$ cat config.mk
export PLATFORM = sky130hd
export DESIGN_NAME = bp_update_ctrl
export DESIGN_NICKNAME = d
export VERILOG_FILES = /design/src/rtl/bp_pkg.sv /design/src/rtl/bp_upd_fifo.sv /design/src/rtl/bp_update_ctrl.sv
export SDC_FILE = /design/constraint.sdc
export NUM_CORES = 1
export LEC_CHECK = 0
export CELL_PAD_IN_SITES_DETAIL_PLACEMENT = 1
export CELL_PAD_IN_SITES_GLOBAL_PLACEMENT = 1
export CORE_ASPECT_RATIO = 0.7
export CORE_MARGIN = 1.5
export CORE_UTILIZATION = 35
export CTS_CLUSTER_DIAMETER = 150
export CTS_CLUSTER_SIZE = 30
export DETAILED_ROUTE_END_ITERATION = 10
export PLACE_DENSITY = 0.64
export RECOVER_POWER = 100
export SYNTH_ARGS = -nofsm -noshare
export SYNTH_HDL_FRONTEND = slang
export SYNTH_SLANG_ARGS = --single-unit
$ cat constraint.sdc
create_clock -name i_clk -period 7.4 [get_ports i_clk]
set_clock_uncertainty 0.15 [all_clocks]
set_input_delay 1.48 -clock i_clk [delete_from_list [all_inputs] [get_ports i_clk]]
set_output_delay 1.48 -clock i_clk [all_outputs]
set_load 0.02 [all_outputs]
$ cat src/rtl/bp_pkg.sv
// Shared branch-predictor definitions: branch types, counter encodings, table index helpers.
// Used by both the update scheduler and the fetch-side predictor.
package bp_pkg;

    localparam int unsigned BP_IDX_W  = 10;
    localparam int unsigned BP_HIST_W = 5;
    localparam int unsigned BP_TAG_W  = 10;

    typedef enum logic [1:0] {
        BrOther = 2'b00,
        BrB     = 2'b01,
        BrRet   = 2'b10,
        BrCall  = 2'b11
    } br_type_e;

    localparam logic [1:0] CTR_SNT = 2'b01;
    localparam logic [1:0] CTR_WNT = 2'b00;
    localparam logic [1:0] CTR_WT  = 2'b10;
    localparam logic [1:0] CTR_ST  = 2'b11;

    typedef enum logic [1:0] {
        StIdle  = 2'b00,
        StRdBht = 2'b01,
        StRdPht = 2'b10,
        StWrite = 2'b11
    } upd_state_e;

    typedef struct packed {
        logic [31:0] pc;
        logic [31:0] target;
        logic        taken;
        logic [1:0]  br_type;
    } upd_entry_t;

    function automatic logic [BP_IDX_W-1:0] bht_index(input logic [31:0] pc);
        return pc[21:12] ^ pc[11:2];
    endfunction

    function automatic logic [BP_IDX_W-1:0] btb_index(input logic [31:0] pc);
        return pc[11:2];
    endfunction

    function automatic logic [BP_TAG_W-1:0] btb_tag(input logic [31:0] pc);
        return pc[21:12];
    endfunction

    // Saturating 2-bit counter step; the encoding is not a binary count, so walk it explicitly.
    function automatic logic [1:0] ctr_next(input logic [1:0] ctr, input logic taken);
        logic [1:0] nxt;
        nxt = ctr;
        unique case (ctr)
            CTR_SNT: nxt = taken ? CTR_WNT : CTR_SNT;
            CTR_WNT: nxt = taken ? CTR_WT  : CTR_SNT;
            CTR_WT:  nxt = taken ? CTR_ST  : CTR_WNT;
            CTR_ST:  nxt = taken ? CTR_ST  : CTR_WT;
            default: nxt = ctr;
        endcase
        return nxt;
    endfunction

    function automatic logic [31:0] restart_pc(input upd_entry_t e);
        return e.taken ? e.target : (e.pc + 32'd4);
    endfunction

endpackage

$ cat src/rtl/bp_upd_fifo.sv
// Two-write / one-read FIFO of resolved-branch reports.
// Write port 0 lands ahead of write port 1 when both are enabled.
module bp_upd_fifo
    import bp_pkg::*;
#(
    parameter int unsigned DEPTH = 4
) (
    input  logic                     i_clk,
    input  logic                     i_rst,
    input  logic [1:0]               i_wr_en,
    input  upd_entry_t               i_wr_data0,
    input  upd_entry_t               i_wr_data1,
    input  logic                     i_pop,
    output upd_entry_t               o_head,
    output logic [$clog2(DEPTH):0]   o_count
);

    localparam int unsigned PTR_W = $clog2(DEPTH);
    localparam int unsigned CNT_W = PTR_W + 1;

    upd_entry_t       r_mem [DEPTH];
    logic [PTR_W-1:0] r_wr_ptr;
    logic [PTR_W-1:0] r_rd_ptr;
    logic [CNT_W-1:0] r_count;
    logic [CNT_W-1:0] w_n_enq;
    logic [PTR_W-1:0] w_wr_ptr1;

    assign w_n_enq   = CNT_W'(i_wr_en[0]) + CNT_W'(i_wr_en[1]);
    assign w_wr_ptr1 = r_wr_ptr + PTR_W'(1);

    always_ff @(posedge i_clk) begin
        unique case (i_wr_en)
            2'b11: begin
                r_mem[r_wr_ptr]  <= i_wr_data0;
                r_mem[w_wr_ptr1] <= i_wr_data1;
            end
            2'b01:   r_mem[r_wr_ptr] <= i_wr_data0;
            2'b10:   r_mem[r_wr_ptr] <= i_wr_data1;
            default: ;
        endcase
    end

    always_ff @(posedge i_clk or posedge i_rst) begin
        if (i_rst) begin
            r_wr_ptr <= '0;
            r_rd_ptr <= '0;
            r_count  <= '0;
        end else begin
            r_wr_ptr <= r_wr_ptr + PTR_W'(w_n_enq);
            if (i_pop) begin
                r_rd_ptr <= r_rd_ptr + PTR_W'(1);
            end
            r_count <= r_count + w_n_enq - CNT_W'(i_pop);
        end
    end

    assign o_head  = r_mem[r_rd_ptr];
    assign o_count = r_count;

endmodule

$ cat src/rtl/bp_update_ctrl.sv
// Branch-predictor update scheduler: accepts two execute-port reports, redirects fetch on
// mispredict, and serially read-modify-writes BHT/PHT/BTB for every accepted report.
module bp_update_ctrl
    import bp_pkg::*;
#(
    parameter int unsigned DEPTH  = 4,
    parameter int unsigned IDX_W  = BP_IDX_W,
    parameter int unsigned HIST_W = BP_HIST_W,
    parameter int unsigned TAG_W  = BP_TAG_W
) (
    input  logic              i_clk,
    input  logic              i_rst,
    input  logic [1:0]        i_upd_valid,
    output logic [1:0]        o_upd_ready,
    input  logic [63:0]       i_upd_pc,
    input  logic [63:0]       i_upd_target,
    input  logic [1:0]        i_upd_taken,
    input  logic [3:0]        i_upd_br_type,
    input  logic [1:0]        i_upd_mispred,
    output logic              o_redirect_valid,
    output logic [31:0]       o_redirect_pc,
    output logic [IDX_W-1:0]  o_bht_rd_idx,
    input  logic [HIST_W-1:0] i_bht_rd_data,
    output logic [HIST_W-1:0] o_pht_rd_idx,
    input  logic [1:0]        i_pht_rd_data,
    output logic              o_bht_we,
    output logic [IDX_W-1:0]  o_bht_wr_idx,
    output logic [HIST_W-1:0] o_bht_wr_data,
    output logic              o_pht_we,
    output logic [HIST_W-1:0] o_pht_wr_idx,
    output logic [1:0]        o_pht_wr_data,
    output logic              o_btb_we,
    output logic [IDX_W-1:0]  o_btb_wr_idx,
    output logic [TAG_W-1:0]  o_btb_wr_tag,
    output logic [31:0]       o_btb_wr_target,
    output logic [1:0]        o_btb_wr_type,
    output logic              o_busy
);

    localparam int unsigned CNT_W = $clog2(DEPTH) + 1;

    upd_state_e        r_state;
    upd_state_e        w_state_next;
    logic [HIST_W-1:0] r_hist;
    logic [1:0]        r_ctr;
    logic              r_redirect_valid;
    logic [31:0]       r_redirect_pc;

    logic [CNT_W-1:0]  w_count;
    logic [CNT_W-1:0]  w_free;
    logic [1:0]        w_acc;
    logic              w_pop;
    logic              w_more;
    logic              w_redir0;
    logic              w_redir1;
    upd_entry_t        w_entry0;
    upd_entry_t        w_entry1;
    upd_entry_t        w_head;

    // Ready depends only on occupancy so the execute stage never sees a valid->ready loop.
    assign w_free      = CNT_W'(DEPTH) - w_count;
    assign o_upd_ready = {w_free >= CNT_W'(2), w_free != '0};
    assign w_acc       = i_upd_valid & o_upd_ready;

    assign w_entry0 = '{pc: i_upd_pc[31:0], target: i_upd_target[31:0],
                        taken: i_upd_taken[0], br_type: i_upd_br_type[1:0]};
    assign w_entry1 = '{pc: i_upd_pc[63:32], target: i_upd_target[63:32],
                        taken: i_upd_taken[1], br_type: i_upd_br_type[3:2]};

    assign w_pop = (r_state == StWrite);

    bp_upd_fifo #(
        .DEPTH (DEPTH)
    ) u_fifo (
        .i_clk      (i_clk),
        .i_rst      (i_rst),
        .i_wr_en    (w_acc),
        .i_wr_data0 (w_entry0),
        .i_wr_data1 (w_entry1),
        .i_pop      (w_pop),
        .o_head     (w_head),
        .o_count    (w_count)
    );

    assign w_redir0 = w_acc[0] & i_upd_mispred[0];
    assign w_redir1 = w_acc[1] & i_upd_mispred[1];

    always_ff @(posedge i_clk or posedge i_rst) begin
        if (i_rst) begin
            r_redirect_valid <= 1'b0;
            r_redirect_pc    <= '0;
        end else begin
            r_redirect_valid <= w_redir0 | w_redir1;
            if (w_redir0) begin
                r_redirect_pc <= restart_pc(w_entry0);
            end else if (w_redir1) begin
                r_redirect_pc <= restart_pc(w_entry1);
            end
        end
    end

    assign o_redirect_valid = r_redirect_valid;
    assign o_redirect_pc    = r_redirect_pc;

    // Occupancy after this cycle's pop; a same-cycle enqueue also keeps the engine running.
    assign w_more = (w_count > CNT_W'(1)) || (|w_acc);

    always_ff @(posedge i_clk or posedge i_rst) begin
        if (i_rst) begin
            r_state <= StIdle;
            r_hist  <= '0;
            r_ctr   <= '0;
        end else begin
            r_state <= w_state_next;
            if (r_state == StRdBht) begin
                r_hist <= i_bht_rd_data;
            end
            if (r_state == StRdPht) begin
                r_ctr <= i_pht_rd_data;
            end
        end
    end

    always_comb begin
        w_state_next = r_state;
        unique case (r_state)
            StIdle:  if (w_count != '0) w_state_next = StRdBht;
            StRdBht: w_state_next = StRdPht;
            StRdPht: w_state_next = StWrite;
            StWrite: w_state_next = w_more ? StRdBht : StIdle;
            default: w_state_next = StIdle;
        endcase
    end

    always_comb begin
        o_bht_rd_idx    = '0;
        o_pht_rd_idx    = '0;
        o_bht_we        = 1'b0;
        o_bht_wr_idx    = '0;
        o_bht_wr_data   = '0;
        o_pht_we        = 1'b0;
        o_pht_wr_idx    = '0;
        o_pht_wr_data   = '0;
        o_btb_we        = 1'b0;
        o_btb_wr_idx    = '0;
        o_btb_wr_tag    = '0;
        o_btb_wr_target = '0;
        o_btb_wr_type   = '0;
        unique case (r_state)
            StRdBht: o_bht_rd_idx = bht_index(w_head.pc);
            StRdPht: o_pht_rd_idx = r_hist;
            StWrite: begin
                o_pht_we        = 1'b1;
                o_pht_wr_idx    = r_hist;
                o_pht_wr_data   = ctr_next(r_ctr, w_head.taken);
                o_bht_we        = 1'b1;
                o_bht_wr_idx    = bht_index(w_head.pc);
                o_bht_wr_data   = {r_hist[HIST_W-2:0], w_head.taken};
                o_btb_we        = w_head.taken;
                o_btb_wr_idx    = btb_index(w_head.pc);
                o_btb_wr_tag    = btb_tag(w_head.pc);
                o_btb_wr_target = w_head.target;
                o_btb_wr_type   = w_head.br_type;
            end
            default: ;
        endcase
    end

    assign o_busy = (r_state != StIdle) || (w_count != '0);

endmodule

# == Word level (Yosys, flattened, before mapping) ==
# Memory sizes are Yosys's and may differ from the RTL's.
# Index checks and enable logic that the tools add are counted.
# word_totals
memories,1
in_bits,147
output_inout_bits,130
elab_cells,78
ramBits,268
register_bits,49
# memory_table
name,words,word_bits,rd,rd_clocked_by_memory_dff,write_ports,line,rtl
u_fifo.r_mem,4,67,1,0,2,bp_upd_fifo.sv:21,upd_entry_t r_mem [DEPTH];
# classes
muxes,32
magnitude_cmp,2
addsub,9
eq_ne,10
n_reduce_logical,9
bitwise_logic,7
# ops
op,n
32-bit 2-to-1 mux,5
67-bit 2-to-1 mux,2
"32-bit by 3-bit adder with 32-bit output, second input constant",2
10-bit 2-to-1 mux,4
2-bit one-hot mux with 4 select lines,2
5-bit 2-to-1 mux,3
"2-bit equality test, second input constant",6
1-bit 2-to-1 mux,11
2-bit 2-to-1 mux,5
10-bit bitwise XOR,1
"2-bit by 1-bit equality test with 1-bit output, second input constant",3
3-bit nonzero test,2
"2-bit by 1-bit adder with 2-bit output, second input constant",2
2-bit logical NOT,2
2-bit nonzero test,2
3-bit adder,1
"3-bit by 2-bit greater-or-equal comparator with 1-bit output, second input constant",1
"3-bit by 1-bit > comparator with 1-bit output, second input constant",1
1-bit bitwise OR,3
3-bit by 1-bit subtractor with 3-bit output,1
"3-bit subtractor, first input constant",1
1-bit by 1-bit adder with 2-bit output,1
2-bit adder,1
1-bit bitwise AND,2
other kinds (4),5

# == Depth between registers and ports, before layout ==
# depth
ltp_word,8
mapped_depth,13

# == Cells and area by module ==
# From an unflattened synthesis, not the netlist that was laid out.
# unflattened
cells_unflattened,1628
hier_area_um2,19070.8
# by_module_without_submodules
module,n_inst,cells_each,area_each_um2
bp_upd_fifo,1,1025,14466.4
bp_update_ctrl,1,603,4604.4

# == Worst setup path before layout ==
# No wires, ideal clock.
# synth_timing
path_type,input to register
from,in i_upd_valid[0]
to,mem u_fifo.r_mem[0][0] (netlist name) (enable)
path_buffers,1
arrival_time_ns,6.156
path_stages,5
t_required_ns,6.701
slack_ns,0.545
path_cell_list,nor2b_1 clkbuf_1 inv_1 ha_1 o31ai_1
# synth_rtl
item,line,rtl
"start, declared",bp_update_ctrl.sv:13,"input logic [1:0] i_upd_valid,"
"end, declared",bp_upd_fifo.sv:21,

# == Final worst setup path ==
# layout_timing
from,reg u_fifo.r_rd_ptr[0]
to,out o_btb_wr_target[27]
# layout_via
elab_chain_cells,2
# layout_rtl
item,line,rtl
"start, declared",bp_upd_fifo.sv:23,logic [PTR_W-1:0] r_rd_ptr;
"start signal, assigned",bp_upd_fifo.sv:51,r_rd_ptr <= r_rd_ptr + PTR_W'(1);
memory 4 x 67 bit,n/a,
32-bit 2-to-1 mux,bp_update_ctrl.sv:149,unique case (r_state)
"end, declared",bp_update_ctrl.sv:35,"output logic [31:0] o_btb_wr_target,"
# Every way passes these cells.

==> key figures <==
Outcome
  – Outcome: complete, but fails checks
  – Violated checks: max-capacitance violations, max-slew violations

STA
  – Tcrit/Tclk final: 0.802
  – Final Hold Slack: 397 ps
  – Final number of hold-violating endpoints: 0
  – Max Fclk: 0.169 GHz
  – Final worst slack: 1470 ps
  – Max-slew violations: 456
  – Min Clock Period, post-route: 5930 ps
  – Unrepaired setup endpoints after global routing: no
  – TNS Setup: 0 ps
  – Worst-Margin Slew: 3430 ps
  – Final setup viols: 0
  – Worst rel slew slack: -1.29

CTS
  – CTS Hold Bufs: 0
  – CTS tree: yes
  – Skew-Pair Late Insertion Delay: 520 ps
  – TritonCTS buffer count: 12
  – Post CTS Setup Buffer Count: 0
  – CTS Buffer Depth: 3
  – H-Tree Depth: 1
  – Root buffer cell: clkbuf_16
  – Clk sinks: 269
  – Resize count post-CTS: 0
  – Clock slew at reported path FFs: 130 ps

Yosys
  – Synthesized area: 15400 sq um
  – Synth cell types: 59
  – #FFs+latches synth: 269
  – Async SR Flop Fraction: 0.182
  – Cell count after synthesis: 1211
  – Largest cells by area after synthesis: edfxtp_1 (43%), mux2_2 (14%), mux4_2 (8.1%)
  – Top FF cell, synth: edfxtp_1
  – Top-area cell type share of the netlist area: 0.430
  – Synthesized Nets: 1377
  – Seq/Total Area, Yosys: 0.510
  – Post-synth EDFFs: 220
  – Mean Syn Cell Area: 12.7 sq um
  – Total number of yosys warnings: 0
  – Synth area leader: edfxtp_1

Global route
  – Initial antenna violation count: 10
  – Total GRT Usage: 0.228
  – Met3 Usage GRT: 0.0359
  – Global-route wire length before repair: 75600 um
  – Routing usage on met1: 0.317
  – Vias in the first global route: 11400
  – Remaining Overflow, GRT: 0
  – Largest net degree at the start of global routing: 64
  – M2 GR Usage: 0.376
  – Grt peak-use layer: met2

Floorplanning
  – # IOs: 277
  – Die Height: 178 um
  – Chip width: 253 um
  – Die Area: 45200 sq um
  – Core footprint: 42800 sq um
  – Initial Utilization: 0.359
  – Core Rows: 63

Pwr
  – Comb power frac: 0.522
  – Reg power frac: 0.371
  – Maximum vdd drop: 244 uV
  – Sw power: 3120 uW
  – Switch share: 0.398
  – Pwr/cell area: 414 nW/um^2
  – Clk pwr share: 0.107
  – P_int: 4720 uW
  – Leakage power total: 0.00668 uW

Layout
  – Share of cells above drive strength 1: 0.203
  – Post-route cell area: 19000 sq um
  – Fillers: 4495
  – Area grow syn2layout: 23.4%
  – Area of the multi-input gates: 7010 sq um
  – Seq. cell area: 7840 sq um
  – Final #Nets: 1594

Worst setup path
  – CP max stage delay: 1190 ps
  – CP Cell Sequence: clkbuf_1 -> mux4_2 -> and2_1 -> dlygate4sd3_1
  – CP arrival: 4300 ps
  – Critical path required time: 5770 ps
  – Crit end category: output pin
  – CP Launch Type: flip-flop
  – Worst-path maximum fanout: 42
  – Delay-heaviest family, CP: buffers and inverters
  – Critical path's slowest cell: clkbuf_1
  – Critical path type: flip-flop to output pin
  – Buffers and inverters on the worst path: 2

Worst hold path
  – Hold WC Path Type: flip-flop to flip-flop

Placement
  – Setup WS pre-CTS: 2380 ps
  – Final estimated routing congestion in global placement: 0.815
  – DP HPWL: 35800 um
  – DP Area: 18700 sq um
  – Port Buffers: 276

Route
  – DR WL/cell: 25.6 um
  – Via count: 11000
  – WL final: 51800 um
  – Final ANT Viol Nets: 0
  – Initial drt markers: 758
  – Number of remaining DRC errors: 0
  – Initial DRT Pass Iterations: 5
  – Drt via density: 5.43

Flow run
  – # Max-Cap Violations: 13
==> stage by stage <==
| step | instances | total power, uW | utilization |
|---|---|---|---|
| finish | 2026 | 7840 | 0.443 |
| global route | 2022 | 8290 | 0.443 |
| CTS | 2019 | 8050 | 0.444 |
| detailed placement | 1999 | 7200 | 0.436 |
| global placement | 1999 | 7120 | 0.436 |
| floorplan | 1211 | 5420 | - |
==> layout by cell type, fill, tap and decap left out, types with 16 or more instances in the layout <==
master	Yosys	final
a21oi_1	30	30
and2_0	0	34
and2_1	88	54
clkbuf_1	52	16
clkdlybuf4s50_1	0	177
dfrtp_1	49	48
dlygate4sd3_1	0	98
edfxtp_1	220	220
ha_1	18	17
inv_1	28	27
mux2_2	196	195
mux4_2	55	55
nand2_1	101	101
nand3_1	33	33
nor2_1	29	28
o21ai_0	68	68
xnor2_1	38	38
xor2_1	32	32
==> cells in the mapped netlist (2+ instances only) <==
cell and count:
nand3_1 33, nor3_1 9, ha_1 18, xnor2_1 38, a31oi_1 9, clkbuf_1 52, o22ai_1 4, and4_1 4
o211ai_1 12, buf_1 9, a211oi_1 6, inv_1 28, nor4_2 4, o21ai_0 68, a21oi_1 30, nor2b_1 3
nand4_1 13, nand2_1 101, edfxtp_1 220, nor4_1 9, a22oi_1 4, and2_1 88, buf_4 6, o31ai_1 2
buf_2 27, mux2_2 196, dfrtp_1 49, o21a_1 2, xor2_1 32, and3_1 9, a2bb2oi_1 2, nor2_1 29
mux4_2 55, a21o_1 5, o311a_1 2, mux2i_1 10
==> layer usage <==
metal,wire [um],vias up
met5,31,-
met4,979,6
met3,2710,49
met2,24400,324
met1,23700,5697
li1,-,4933
==> final cells by class <==
| type | instances | area share |
|---|---|---|
| repair buffers | 298 | 0.153 |
| inverters | 28 | 0.00555 |
| well taps | 585 | 0.0386 |
| diodes | 7 | 0.000924 |
| multi-input cells | 819 | 0.370 |
| clock buffers | 20 | 0.0186 |
| flip-flops and latches | 269 | 0.414 |
==> final timing paths <==
check,startpoint,endpoint,slack (ps),cells after the start
hold reg to reg,r_ctr[0],r_ctr[0],400,1
setup / recovery,u_fifo.r_rd_ptr[0],o_btb_wr_target[27],1470,4
min in group asynchronous,i_rst,u_fifo.o_count[2],2540,3
setup reg to reg,u_fifo.o_count[1],u_fifo.r_mem[0][31],1920,11
hold / removal,r_ctr[0],r_ctr[0],400,1
max in group asynchronous,i_rst,u_fifo.r_rd_ptr[0],2120,3
==> cell families (layout without fill, tap and decap cells) <==
group	Yosys count	in the layout	synth area share
AO/OA/AOI/OAI	155	155	0.0604
XOR/XNOR	71	71	0.0410
adder cells (fa/ha/maj)	19	19	0.0160
buffers and inverters	123	346	0.0342
flip-flops	269	269	0.510
multiplexers	261	261	0.231
other	0	7	0
AND/OR/NAND/NOR	313	313	0.107
==> power by group through the flow <==
stage / sequential, uW / combinational, uW / clock [uW]
after detailed placement: 2930 / 4270 / 0
after floorplan: 2840 / 2590 / 0
after global placement: 2910 / 4200 / 0
after global routing: 2990 / 4400 / 894
after CTS: 2900 / 4280 / 861
final: 2910 / 4090 / 840
==> registers in the layout, summed over array words and instances (netlist names) <==
| register | flops |
|---|---|
| u_fifo.r_wr_ptr | 2 |
| u_fifo.r_mem | 220 |
| r_hist | 5 |
| u_fifo.r_rd_ptr | 2 |
| o_redirect_valid | 1 |
| u_fifo.o_count | 3 |
| o_redirect_pc | 32 |
| r_state | 2 |
| r_ctr | 2 |
No activity file was read; power rests on OpenSTA's default activity.
